### src/rtl/uart_pkg.sv
// Shared UART definitions: FSM state encoding, line levels and parity helper,
// used by both the transmitter and the receiver so their states decode the same way.
package uart_pkg;

   typedef enum logic [2:0] {
      s_IDLE   = 3'd0,
      s_START  = 3'd1,
      s_DATA   = 3'd2,
      s_PARITY = 3'd3,
      s_STOP   = 3'd4,
      s_DONE   = 3'd5
   } state_t;

   localparam logic LINE_IDLE = 1'b1;
   localparam logic START_LVL = 1'b0;
   localparam logic STOP_LVL  = 1'b1;

   // Even parity: data plus this bit carries an even number of ones.
   function automatic logic even_parity(input logic [15:0] data);
      return ^data;
   endfunction

endpackage

### src/rtl/uart_tx_if.sv
// Host-side valid/ready word handshake into the UART transmitter.
interface uart_tx_if #(
   parameter int p_WORD_LEN = 8
);
   logic                  i_valid;
   logic [p_WORD_LEN-1:0] i_data;
   logic                  o_ready;

   modport master (output i_valid, output i_data, input  o_ready);
   modport slave  (input  i_valid, input  i_data, output o_ready);
endinterface

### src/rtl/uart_baud_tick.sv
// Bit-period timer: counts 0..p_CLK_DIV-1 and pulses o_tick on the last cycle of a bit.
module uart_baud_tick #(
   parameter int p_CLK_DIV = 104
) (
   input  logic i_clk,
   input  logic i_rst_n,
   input  logic i_clr,
   output logic o_tick
);
   localparam int CW = (p_CLK_DIV > 2) ? $clog2(p_CLK_DIV) : 1;

   logic [CW-1:0] cnt;

   assign o_tick = (cnt == CW'(p_CLK_DIV - 1));

   always_ff @(posedge i_clk or negedge i_rst_n) begin
      if (!i_rst_n)
         cnt <= '0;
      else if (i_clr || o_tick)
         cnt <= '0;
      else
         cnt <= cnt + 1'b1;
   end
endmodule

### src/rtl/uart_tx.sv
// UART transmitter: start bit, LSB-first data, optional even parity, stop bit.
// Define UART_TX_PARITY_EN to insert the parity bit after the data bits.
module uart_tx
   import uart_pkg::*;
#(
   parameter int p_CLK_DIV  = 104,
   parameter int p_WORD_LEN = 8
) (
   input  logic     i_clk,
   input  logic     i_rst_n,
   uart_tx_if.slave bus,
   output logic     o_tx,
   output logic     o_done
);
   localparam int BW = $clog2(p_WORD_LEN + 1);

   state_t                state, state_nx;
   logic [p_WORD_LEN-1:0] shift, shift_nx;
   logic [BW-1:0]         bit_cnt, bit_cnt_nx;
   logic                  tx_nx;
   logic                  ready;
   logic                  clr;
   logic                  tick;

   uart_baud_tick #(.p_CLK_DIV(p_CLK_DIV)) u_tick (
      .i_clk   (i_clk),
      .i_rst_n (i_rst_n),
      .i_clr   (clr),
      .o_tick  (tick)
   );

   assign bus.o_ready = ready;

`ifdef UART_TX_PARITY_EN
   logic par;

   // Parity is taken at accept because the shift register is consumed during DATA.
   always_ff @(posedge i_clk or negedge i_rst_n) begin
      if (!i_rst_n)
         par <= 1'b0;
      else if (state == s_IDLE && bus.i_valid)
         par <= even_parity(16'(bus.i_data));
   end
`endif

   always_ff @(posedge i_clk or negedge i_rst_n) begin
      if (!i_rst_n) begin
         state   <= s_IDLE;
         shift   <= '0;
         bit_cnt <= '0;
         o_tx    <= LINE_IDLE;
      end else begin
         state   <= state_nx;
         shift   <= shift_nx;
         bit_cnt <= bit_cnt_nx;
         o_tx    <= tx_nx;
      end
   end

   // o_tx is the registered image of the current state's level, so the line
   // trails the state by one cycle and falls on the edge after accept.
   always_comb begin
      state_nx   = state;
      shift_nx   = shift;
      bit_cnt_nx = bit_cnt;
      tx_nx      = LINE_IDLE;
      ready      = 1'b0;
      o_done     = 1'b0;
      clr        = 1'b0;
      case (state)
         s_IDLE: begin
            ready      = 1'b1;
            clr        = 1'b1;
            bit_cnt_nx = '0;
            if (bus.i_valid) begin
               shift_nx = bus.i_data;
               state_nx = s_START;
            end
         end
         s_START: begin
            tx_nx = START_LVL;
            if (tick) state_nx = s_DATA;
         end
         s_DATA: begin
            tx_nx = shift[0];
            if (tick) begin
               shift_nx   = shift >> 1;
               bit_cnt_nx = bit_cnt + 1'b1;
               if (bit_cnt == BW'(p_WORD_LEN - 1)) begin
`ifdef UART_TX_PARITY_EN
                  state_nx = s_PARITY;
`else
                  state_nx = s_STOP;
`endif
               end
            end
         end
`ifdef UART_TX_PARITY_EN
         s_PARITY: begin
            tx_nx = par;
            if (tick) state_nx = s_STOP;
         end
`endif
         s_STOP: begin
            tx_nx = STOP_LVL;
            if (tick) state_nx = s_DONE;
         end
         s_DONE: begin
            o_done   = 1'b1;
            clr      = 1'b1;
            state_nx = s_IDLE;
         end
         default: begin
            clr      = 1'b1;
            state_nx = s_IDLE;
         end
      endcase
   end
endmodule

### src/flat_wrapper.sv
// flat-port wrapper written by rule: the top's interface ports become plain ports
module uart_tx_flat import uart_pkg::*;
#(
   parameter int p_CLK_DIV  = 104,
   parameter int p_WORD_LEN = 8
)
  (i_clk, i_rst_n, o_tx, o_done, bus_i_valid, bus_i_data, bus_o_ready);
  uart_tx_if #(.p_WORD_LEN(p_WORD_LEN)) bus_i ();
  input  logic i_clk;
  input  logic i_rst_n;
  output logic o_tx;
  output logic o_done;
  input wire logic [$bits(bus_i.i_valid)-1:0] bus_i_valid;
  input wire logic [$bits(bus_i.i_data)-1:0] bus_i_data;
  output wire logic [$bits(bus_i.o_ready)-1:0] bus_o_ready;
  assign bus_i.i_valid = bus_i_valid;
  assign bus_i.i_data = bus_i_data;
  assign bus_o_ready = bus_i.o_ready;
  uart_tx #(.p_CLK_DIV(p_CLK_DIV), .p_WORD_LEN(p_WORD_LEN)) u_core (.i_clk(i_clk), .i_rst_n(i_rst_n), .bus(bus_i), .o_tx(o_tx), .o_done(o_done));
endmodule
### config.mk
export PLATFORM = sky130hd
export DESIGN_NAME = uart_tx_flat
export DESIGN_NICKNAME = d
export VERILOG_FILES = /design/src/rtl/uart_pkg.sv /design/src/rtl/uart_tx_if.sv /design/src/rtl/uart_baud_tick.sv /design/src/rtl/uart_tx.sv /design/src/flat_wrapper.sv
export SDC_FILE = /design/constraint.sdc
export NUM_CORES = 1
export LEC_CHECK = 0
export CAP_MARGIN = 10
export CELL_PAD_IN_SITES_DETAIL_PLACEMENT = 1
export CELL_PAD_IN_SITES_GLOBAL_PLACEMENT = 1
export CORE_ASPECT_RATIO = 1.25
export CORE_UTILIZATION = 31
export CTS_BUF_LIST = sky130_fd_sc_hd__clkbuf_8
export CTS_CLUSTER_DIAMETER = 40
export DETAILED_ROUTE_END_ITERATION = 10
export PLACE_DENSITY = 0.6
export SETUP_SLACK_MARGIN = 0.02
export SLEW_MARGIN = 20
export SYNTH_ARGS = -nofsm -noshare
export SYNTH_HDL_FRONTEND = slang
export SYNTH_SLANG_ARGS = --single-unit
### constraint.sdc
create_clock -name i_clk -period 2.97 [get_ports i_clk]
set_clock_uncertainty 0.15 [all_clocks]
set_input_delay 0.4455 -clock i_clk [delete_from_list [all_inputs] [get_ports i_clk]]
set_output_delay 0.4455 -clock i_clk [all_outputs]
set_load 0.01 [all_outputs]
# After elaboration in Yosys (flattened, before gate mapping)

Cells that the tools add are included.

Bits in registers: 23
Latch bits: 0
Memory bits (writable): 0
Bits in read-only memories: 0
Bits of input ports: 11
Output and inout port bits: 3
Word-level logic and storage cells: 41
Memories kept: 0

Add/subtract/negate cells: 2
$mul: 0
Divide/modulo/power cells: 0
$lt $le $gt $ge: 0
Equality and inequality tests: 11
Shift-type cells: 0
Multiplexer cells: 16
Bitwise logic cells: 0
Reduce and logical (&&, ||, !) cells: 7

Operators with widths:

| kind                | count |
|---|---|
| $mux 8              | 2 |
| $pmux 8 s2          | 1 |
| $mux 3              | 5 |
| $pmux 3 s4          | 1 |
| $ne 2x2->1 const B  | 4 |
| $pmux 4 s2          | 1 |
| $add 7x1->7 const B | 1 |
| $eq 7x7->1 const B  | 1 |
| $mux 7              | 1 |
| $eq 3x3->1 const B  | 2 |
| $reduce_and 5->1    | 1 |
| $add 4x1->4 const B | 1 |
| $eq 4x3->1 const B  | 1 |
| $mux 4              | 1 |
| $eq 3x1->1 const B  | 1 |
| $eq 3x2->1 const B  | 1 |
| $logic_not 3->1     | 1 |
| $mux 1              | 3 |
| $reduce_and 3->1    | 1 |
| $reduce_or 3->1     | 1 |
| $ne 2x1->1 const B  | 1 |
| $pmux 1 s2          | 1 |
| $reduce_and 2->1    | 1 |
| $reduce_bool 2->1   | 1 |
| $logic_or 1x1->1    | 1 |

# Depth between registers and ports, before layout

Gate-level depths: netlist of run 1.

Word-level depth: 5
Depth in mapped cells: 7
Mapped depth without buffers: 5

# By module

From an unflattened synthesis of run 1, not the netlist that was laid out.

Cell total of the unflattened synthesis: 117
Area total of the unflattened synthesis: 1167.4 um^2

Modules (own cells, without submodules):

| module         | times used | cells an instance | area an instance (um^2) |
|---|---|---|---|
| uart_tx        | 1          | 84                | 828.3 |
| uart_baud_tick | 1          | 33                | 339.1 |

# Worst setup path after synthesis of run 1

OpenSTA, ideal clock, no wires.

Path type: reg-to-output
Start: reg u_core.state[2]
End: out bus_o_ready
Arrival: 1.140 ns
Slack: 1.234 ns
Stages on the path, launching flop included: 6
Buffers on the path: 3
Cells stage by stage: dfrtp_1 -> buf_6 -> or2_1 -> buf_6 -> buf_6 -> nor2_1

Cells in the longest elaborated chain, start to end: 2

RTL lines:

| what                   | RTL line           | source |
|---|---|---|
| from (decl)            | uart_tx.sv:17      | `state_t state, state_nx;` |
| from (signal assigned) | uart_tx.sv:48      | `state <= s_IDLE;` |
| from (signal assigned) | uart_tx.sv:53      | `state <= state_nx;` |
| $logic_not 3->1        | uart_tx.sv:70      | `case (state)` |
| $mux 1                 | uart_tx.sv:70      |  |
| to (decl)              | flat_wrapper.sv:15 | `output wire logic [$bits(bus_i.o_ready)-1:0] bus_o_ready;` |

Every way passes these cells.

# Worst setup path in the final report of run 1

Start: reg u_core.state[1]
End: out o_done

Cells in the longest elaborated chain, start to end: 2

RTL lines:

| what       | RTL line           | source |
|---|---|---|
| $eq 3x3->1 | uart_tx.sv:70      |  |
| $mux 1     | uart_tx.sv:70      |  |
| to (decl)  | flat_wrapper.sv:12 | `output logic o_done;` |

Every way passes these cells.

==> impl_metrics.tcl, run 1 <==
set metrics [dict create \
    status "complete, no violations" \
    rsz0062_at_grt "false" \
    drc 0 \
    critPathLaunchType "flop" \
    cts_tree "built" \
    async_reset_ff_share_pct 100 \
    whs_endpoint "u_core.u_tick.cnt[0]$_DFF_PN0_" \
    avgViaCountPerCell 5.00 \
    antenna_found_initial 0 \
    yosysWarnings 0 \
    port_buffers 13 \
    root_buffer "clkbuf_8" \
    drtPass1Iterations 2 \
    hold_buffers 0 \
    tightest_slew_ns 0.722 \
    regToRegStartpoint "u_core.u_tick.cnt[0]$_DFF_PN0_" \
    grt_usage_pct 14.0 \
    cap_violations 0 \
    syn_area_um2 1330 \
    arrival_ns 1.80 \
    tns_ns 0 \
    synth_cell_types 44 \
    dp_hpwl_mm 2.00 \
    numCtsBuffers 3 \
    fin_cells 200 \
    regArea_um2 577 \
    wl_per_cell_um 13.9 \
    fin_crit_sh_pct 80.7 \
    nets 158 \
    clk_pin_slew_ns 0.08 \
    r2r_setup_slack_ns 0.89 \
    clock_path_buffers 2 \
    setup_violations 0 \
    post_cts_buffers 0 \
    start_util_pct 32.4 \
    htreeDepth 1 \
    rr_endpoint "u_core.bit_cnt[0]$_DFFE_PN0P_" \
    dp_cells 196 \
    n_fill_cell 497 \
    final_antenna_net_count 0 \
    reg2reg_depth 5 \
    fmax_ghz 0.417 \
    num_vias 999 \
    power_density_nw_per_um2 350 \
    crit_required_ns 2.37 \
    hp-start "u_core.u_tick.cnt[0]$_DFF_PN0_" \
    grt_pass1_wl_mm 4.69 \
    grt_overflow 0 \
    ys_seq_area_share_pct 43.5 \
    irDropWorstVdd_mv 0.0980 \
    leakagePower_nw 0.639 \
    path_class "flop to output port" \
    synthCells 132 \
    endpoint_kind "output port" \
    min_delay_path_depth 1 \
    area_growth_pct 15.2 \
    fp-row-count 26 \
    min_path_type "flop to flop" \
    layout_commonest_cell "dfrtp_1" \
    die_x_um 60.5 \
    synth_flop_cell "dfrtp_1" \
    multi_input_area_um2 653 \
    initialDrtViolationCount 20 \
    cts_resized 0 \
    gp_congestion 0.742 \
    clock_sinks 23 \
    most-common-layout-cells "dfrtp_1 (22), clkdlybuf4s50_1 (13), nor2_1 (12)" \
    route.final.wire_length_mm 2.79 \
    worst-path-max-fanout 21 \
    grt_pass1_vias 1003 \
    grt_max_degree 24 \
    path_cells "and3b_1, clkdlybuf4s50_1" \
    die_area_um2 4550 \
    avgSynthCellArea_um2 10.0 \
    synth_nets 145 \
    final_hold_viol_count 0 \
    drv_slew 0 \
    drive_above_1_share_pct 13.9 \
    synth_edf_count 0 \
    io_pins 14 \
    period_needed_ns 2.40 \
    die_h_um 75.1 \
    diodes 0 \
    slew-limit-headroom_pct 51.9 \
    crit_slowest_cell "dfrtp_1" \
    worstSkewPairLatency_ns 0.27 \
    slowest_delay_ns 0.81 \
    synth.ff_latch_count 23 \
    coreArea_um2 4100 \
]
[power breakdown]
group	switching (mW)	leakage (nW)	internal, mW
registers	0	0.256	0.313
logic	0.0126	0.356	0.0152
clock network	0.101	0.0269	0.0924
[state kept, by name (all words and copies together) (netlist names)]
signal,count
u_core.shift,8
u_core.bit_cnt,4
u_core.o_tx,1
u_core.state,3
u_core.u_tick.cnt,7
[synth_stat cells (2+ instances only)]
cell      count  area [um2]
a21oi_2       5        43.8
nor2_1       12        45.0
or2_1         2        12.5
nand3_1       4        20.0
o21ai_1       6        30.0
o22a_1        7        61.3
buf_2         2        10.0
a21oi_1       3        15.0
xor2_1        3        26.3
and3_1        3        18.8
nand2b_1      3        18.8
o211ai_1      2        15.0
buf_6         4        45.0
o21ai_0       4        20.0
nand2_1      10        37.5
dfrtp_1      22         551
xnor2_1       2        17.5
nand3b_1      2        15.0
nor2b_1       2        12.5
inv_1         8        30.0
nand4_1       2        12.5
ha_1          2        25.0
[metrics by stage]
| stage | area [um2] | utilization (%) | hold slack (ns) | total power, mW | setup slack (ns) |
|---|---|---|---|---|---|
| 2_1_floorplan | 1330 | - | -0.0000911 | 0.326 | 1.23 |
| 3_3_place_gp | 1480 | 36.2 | 0.295 | 0.348 | 0.874 |
| 3_5_place_dp | 1480 | 36.2 | 0.310 | 0.348 | 0.841 |
| 4_1_cts | 1530 | 37.3 | 0.322 | 0.547 | 0.539 |
| 5_1_grt | 1530 | 37.3 | 0.347 | 0.561 | 0.477 |
| 6_report | 1530 | 37.3 | 0.320 | 0.534 | 0.573 |
[logic make-up after synthesis]
kind of cell	count (synthesis)	share of synthesized area, %
adders and majority gates	2	1.89
buffers and inverters	16	7.26
and+or+nand+nor	48	20.9
muxes	3	2.45
xor gates and xnor gates	5	3.30
DFF	23	43.5
AOI/OAI and AO/OA	35	20.7
[how the worst max path moves through the flow]
stage / start / to / slack (ns) / depth (start not counted)
after floorplan: u_core.state[2]$_DFFE_PN0P_ / bus_o_ready / 1.23 / 5
after global placement: u_core.state[1]$_DFFE_PN0P_ / o_done / 0.87 / 2
after detailed placement: u_core.state[1]$_DFFE_PN0P_ / o_done / 0.84 / 2
after CTS: u_core.state[1]$_DFFE_PN0P_ / o_done / 0.54 / 2
after global routing: u_core.state[1]$_DFFE_PN0P_ / o_done / 0.48 / 2
final: u_core.state[1]$_DFFE_PN0P_ / o_done / 0.57 / 2
[final cells by class]
class                      instances  area share, %
multi-input combinational         93           42.8
sequential                        23           37.8
timing repair buffer              16           9.99
tap                               56           4.59
clock buffer                       3           2.70
inverter                           8           1.97
clock inverter                     1          0.246
[per-layer routing]
metal	wire length, um	GRT usage, %	vias to the layer above
met2	1480	25.0	13
met5	0	0	-
met3	85	2.06	5
met4	42	5.30	0
met1	1190	16.7	491
li1	-	-	490
[worst max-delay path: cells and delay by family, from the launching register on]
kind,cells,cell delay (ns)
AND/OR/NAND/NOR,1,0.25
flip-flops,1,0.81
buffers and inverters,1,0.47
Power figures use the tool's default switching activity.
==> inputs of run 2 (changes only) <==
--- a/config.mk
+++ b/config.mk
@@ -13,7 +13,7 @@
 export CTS_BUF_LIST = sky130_fd_sc_hd__clkbuf_8
 export CTS_CLUSTER_DIAMETER = 40
 export DETAILED_ROUTE_END_ITERATION = 10
-export PLACE_DENSITY = 0.6
+export PLACE_DENSITY = 0.62
 export SETUP_SLACK_MARGIN = 0.02
 export SLEW_MARGIN = 20
 export SYNTH_ARGS = -nofsm -noshare
==> constraint.sdc (replaced) <==
create_clock -name i_clk -period 2.11 [get_ports i_clk]
set_clock_uncertainty 0.15 [all_clocks]
set_input_delay 0.3165 -clock i_clk [delete_from_list [all_inputs] [get_ports i_clk]]
set_output_delay 0.3165 -clock i_clk [all_outputs]
set_load 0.01 [all_outputs]
==> impl_metrics.tcl, run 2 (same netlist as run 1, synthesis figures left out) <==
set metrics [dict create \
    post_cts_buffers 0 \
    rsz0062_at_grt "false" \
    cts_tree "built" \
    grt_pass1_vias 1078 \
    slowest_delay_ns 0.53 \
    endpoint_kind "output port" \
    top_regs "u_core.shift x8, u_core.u_tick.cnt x7, u_core.bit_cnt x4" \
    min_path_type "input pin to asynchronous set/reset pin" \
    cap_violations 0 \
    regToRegStartpoint "u_core.u_tick.cnt[0]$_DFF_PN0_" \
    grt_max_degree 24 \
    top_register "u_core.shift" \
    worstSkewPairLatency_ns 0.26 \
    regArea_um2 577 \
    r2r_setup_slack_ns 0.28 \
    fmax_ghz 0.498 \
    crit_family "buffers and inverters" \
    port_buffers 13 \
    crit_slowest_cell "clkdlybuf4s50_1" \
    drc 0 \
    num_vias 1019 \
    initialDrtViolationCount 24 \
    drv_slew 0 \
    gp_congestion 0.764 \
    route.final.wire_length_mm 2.85 \
    grt_usage_pct 14.1 \
    antenna_found_initial 0 \
    multi_input_area_um2 653 \
    area_growth_pct 18.0 \
    rr_endpoint "u_core.bit_cnt[2]$_DFFE_PN0P_" \
    leakagePower_nw 0.665 \
    grt_overflow 0 \
    io_pins 14 \
    final_antenna_net_count 0 \
    setup_violations 0 \
    start_util_pct 32.4 \
    die_area_um2 4550 \
    post-place-ws_ns 0.267 \
    numCtsBuffers 3 \
    status "complete, no violations" \
    htreeDepth 1 \
    grt_pass1_wl_mm 4.83 \
    power_density_nw_per_um2 478 \
    die_x_um 60.5 \
    nets 163 \
    path_cells "and3b_1, clkdlybuf4s50_1" \
    avgViaCountPerCell 4.97 \
    reg2reg_depth 6 \
    fin_crit_sh_pct 95.2 \
    tightest_slew_ns 0.401 \
    coreArea_um2 4100 \
    clock_sinks 23 \
    die_h_um 75.1 \
    worst-path-max-fanout 9 \
    root_buffer "clkbuf_8" \
    most-common-layout-cells "dfrtp_1 (22), clkdlybuf4s50_1 (13), nor2_1 (12)" \
    clk_pin_slew_ns 0.08 \
    critPathLaunchType "flop" \
    diodes 0 \
    cts_resized 0 \
    largest_reg_flops 8 \
    cp_num_buf_inv 1 \
    arrival_ns 1.54 \
    n_fill_cell 490 \
    drtPass1Iterations 2 \
    final_hold_viol_count 0 \
    layout_commonest_cell "dfrtp_1" \
    fp-row-count 26 \
    clock_path_buffers 2 \
    tns_ns 0 \
    dp_hpwl_mm 2.07 \
    hold_buffers 0 \
    irDropWorstVdd_mv 0.248 \
    wl_per_cell_um 13.9 \
    drive_above_1_share_pct 16.8 \
    crit_required_ns 1.64 \
    total_power_uw 749 \
    period_needed_ns 2.01 \
    slew-limit-headroom_pct 73.2 \
    path_class "flop to output port" \
    setup_ws_ns 0.101 \
]
run 2: cell types whose count changed in the layout (fill, tap and decap cells not counted):
cell / change
buf_4: +5
run 2: layer usage:
layer	vias up	track usage (%)	wire length [um]
li1	498	-	-
met1	511	17.4	1320
met2	8	25.2	1470
met3	2	2.06	40
met4	0	4.55	16
met5	-	0	0
run 2: per-stage QoR:
step	area [um2]	hold WS, ns	util, %	cells
6_report	1570	0.268	38.2	205
5_1_grt	1570	0.290	38.2	205
4_1_cts	1570	0.277	38.2	205
3_5_place_dp	1520	0.319	37.1	201
3_3_place_gp	1520	0.296	37.1	201
2_1_floorplan	1330	-0.129	-	132
run 2: power by group:
group,internal (mW),switching (mW),leakage [nW]
Sequential,0.440,0,0.256
Clock,0.130,0.140,0.0269
Combinational,0.0213,0.0176,0.382
Total,0.591,0.157,0.665
run 2: worst max path at each step:
| stage | startpoint | to | slack (ns) | depth (start not counted) |
|---|---|---|---|---|
| after floorplan | u_core.u_tick.cnt[0]$_DFF_PN0_ | u_core.bit_cnt[0]$_DFFE_PN0P_ | 0.40 | 5 |
| after global placement | u_core.u_tick.cnt[0]$_DFF_PN0_ | u_core.bit_cnt[2]$_DFFE_PN0P_ | 0.35 | 6 |
| after detailed placement | u_core.u_tick.cnt[0]$_DFF_PN0_ | u_core.bit_cnt[2]$_DFFE_PN0P_ | 0.27 | 6 |
| after CTS | u_core.state[1]$_DFFE_PN0P_ | o_done | 0.10 | 2 |
| after global routing | u_core.state[1]$_DFFE_PN0P_ | o_done | 0.04 | 2 |
| final | u_core.state[1]$_DFFE_PN0P_ | o_done | 0.10 | 2 |
run 2: layout make-up:
class / count / share of cell area (%)
clock buffer: 3 / 2.64
clock inverter: 1 / 0.240
inverter: 8 / 1.92
multi-input combinational: 93 / 41.7
sequential: 23 / 36.9
tap: 56 / 4.48
timing repair buffer: 21 / 12.2
run 2: worst register-to-register path: cells and delay by family (launching register included):
family / cells / cell delay (ns)
AO/OA/AOI/OAI: 2 / 0.33
flip-flops: 1 / 0.38
buffers and inverters: 1 / 0.21
AND/OR/NAND/NOR: 2 / 0.41
adder cells (fa/ha/maj): 1 / 0.24
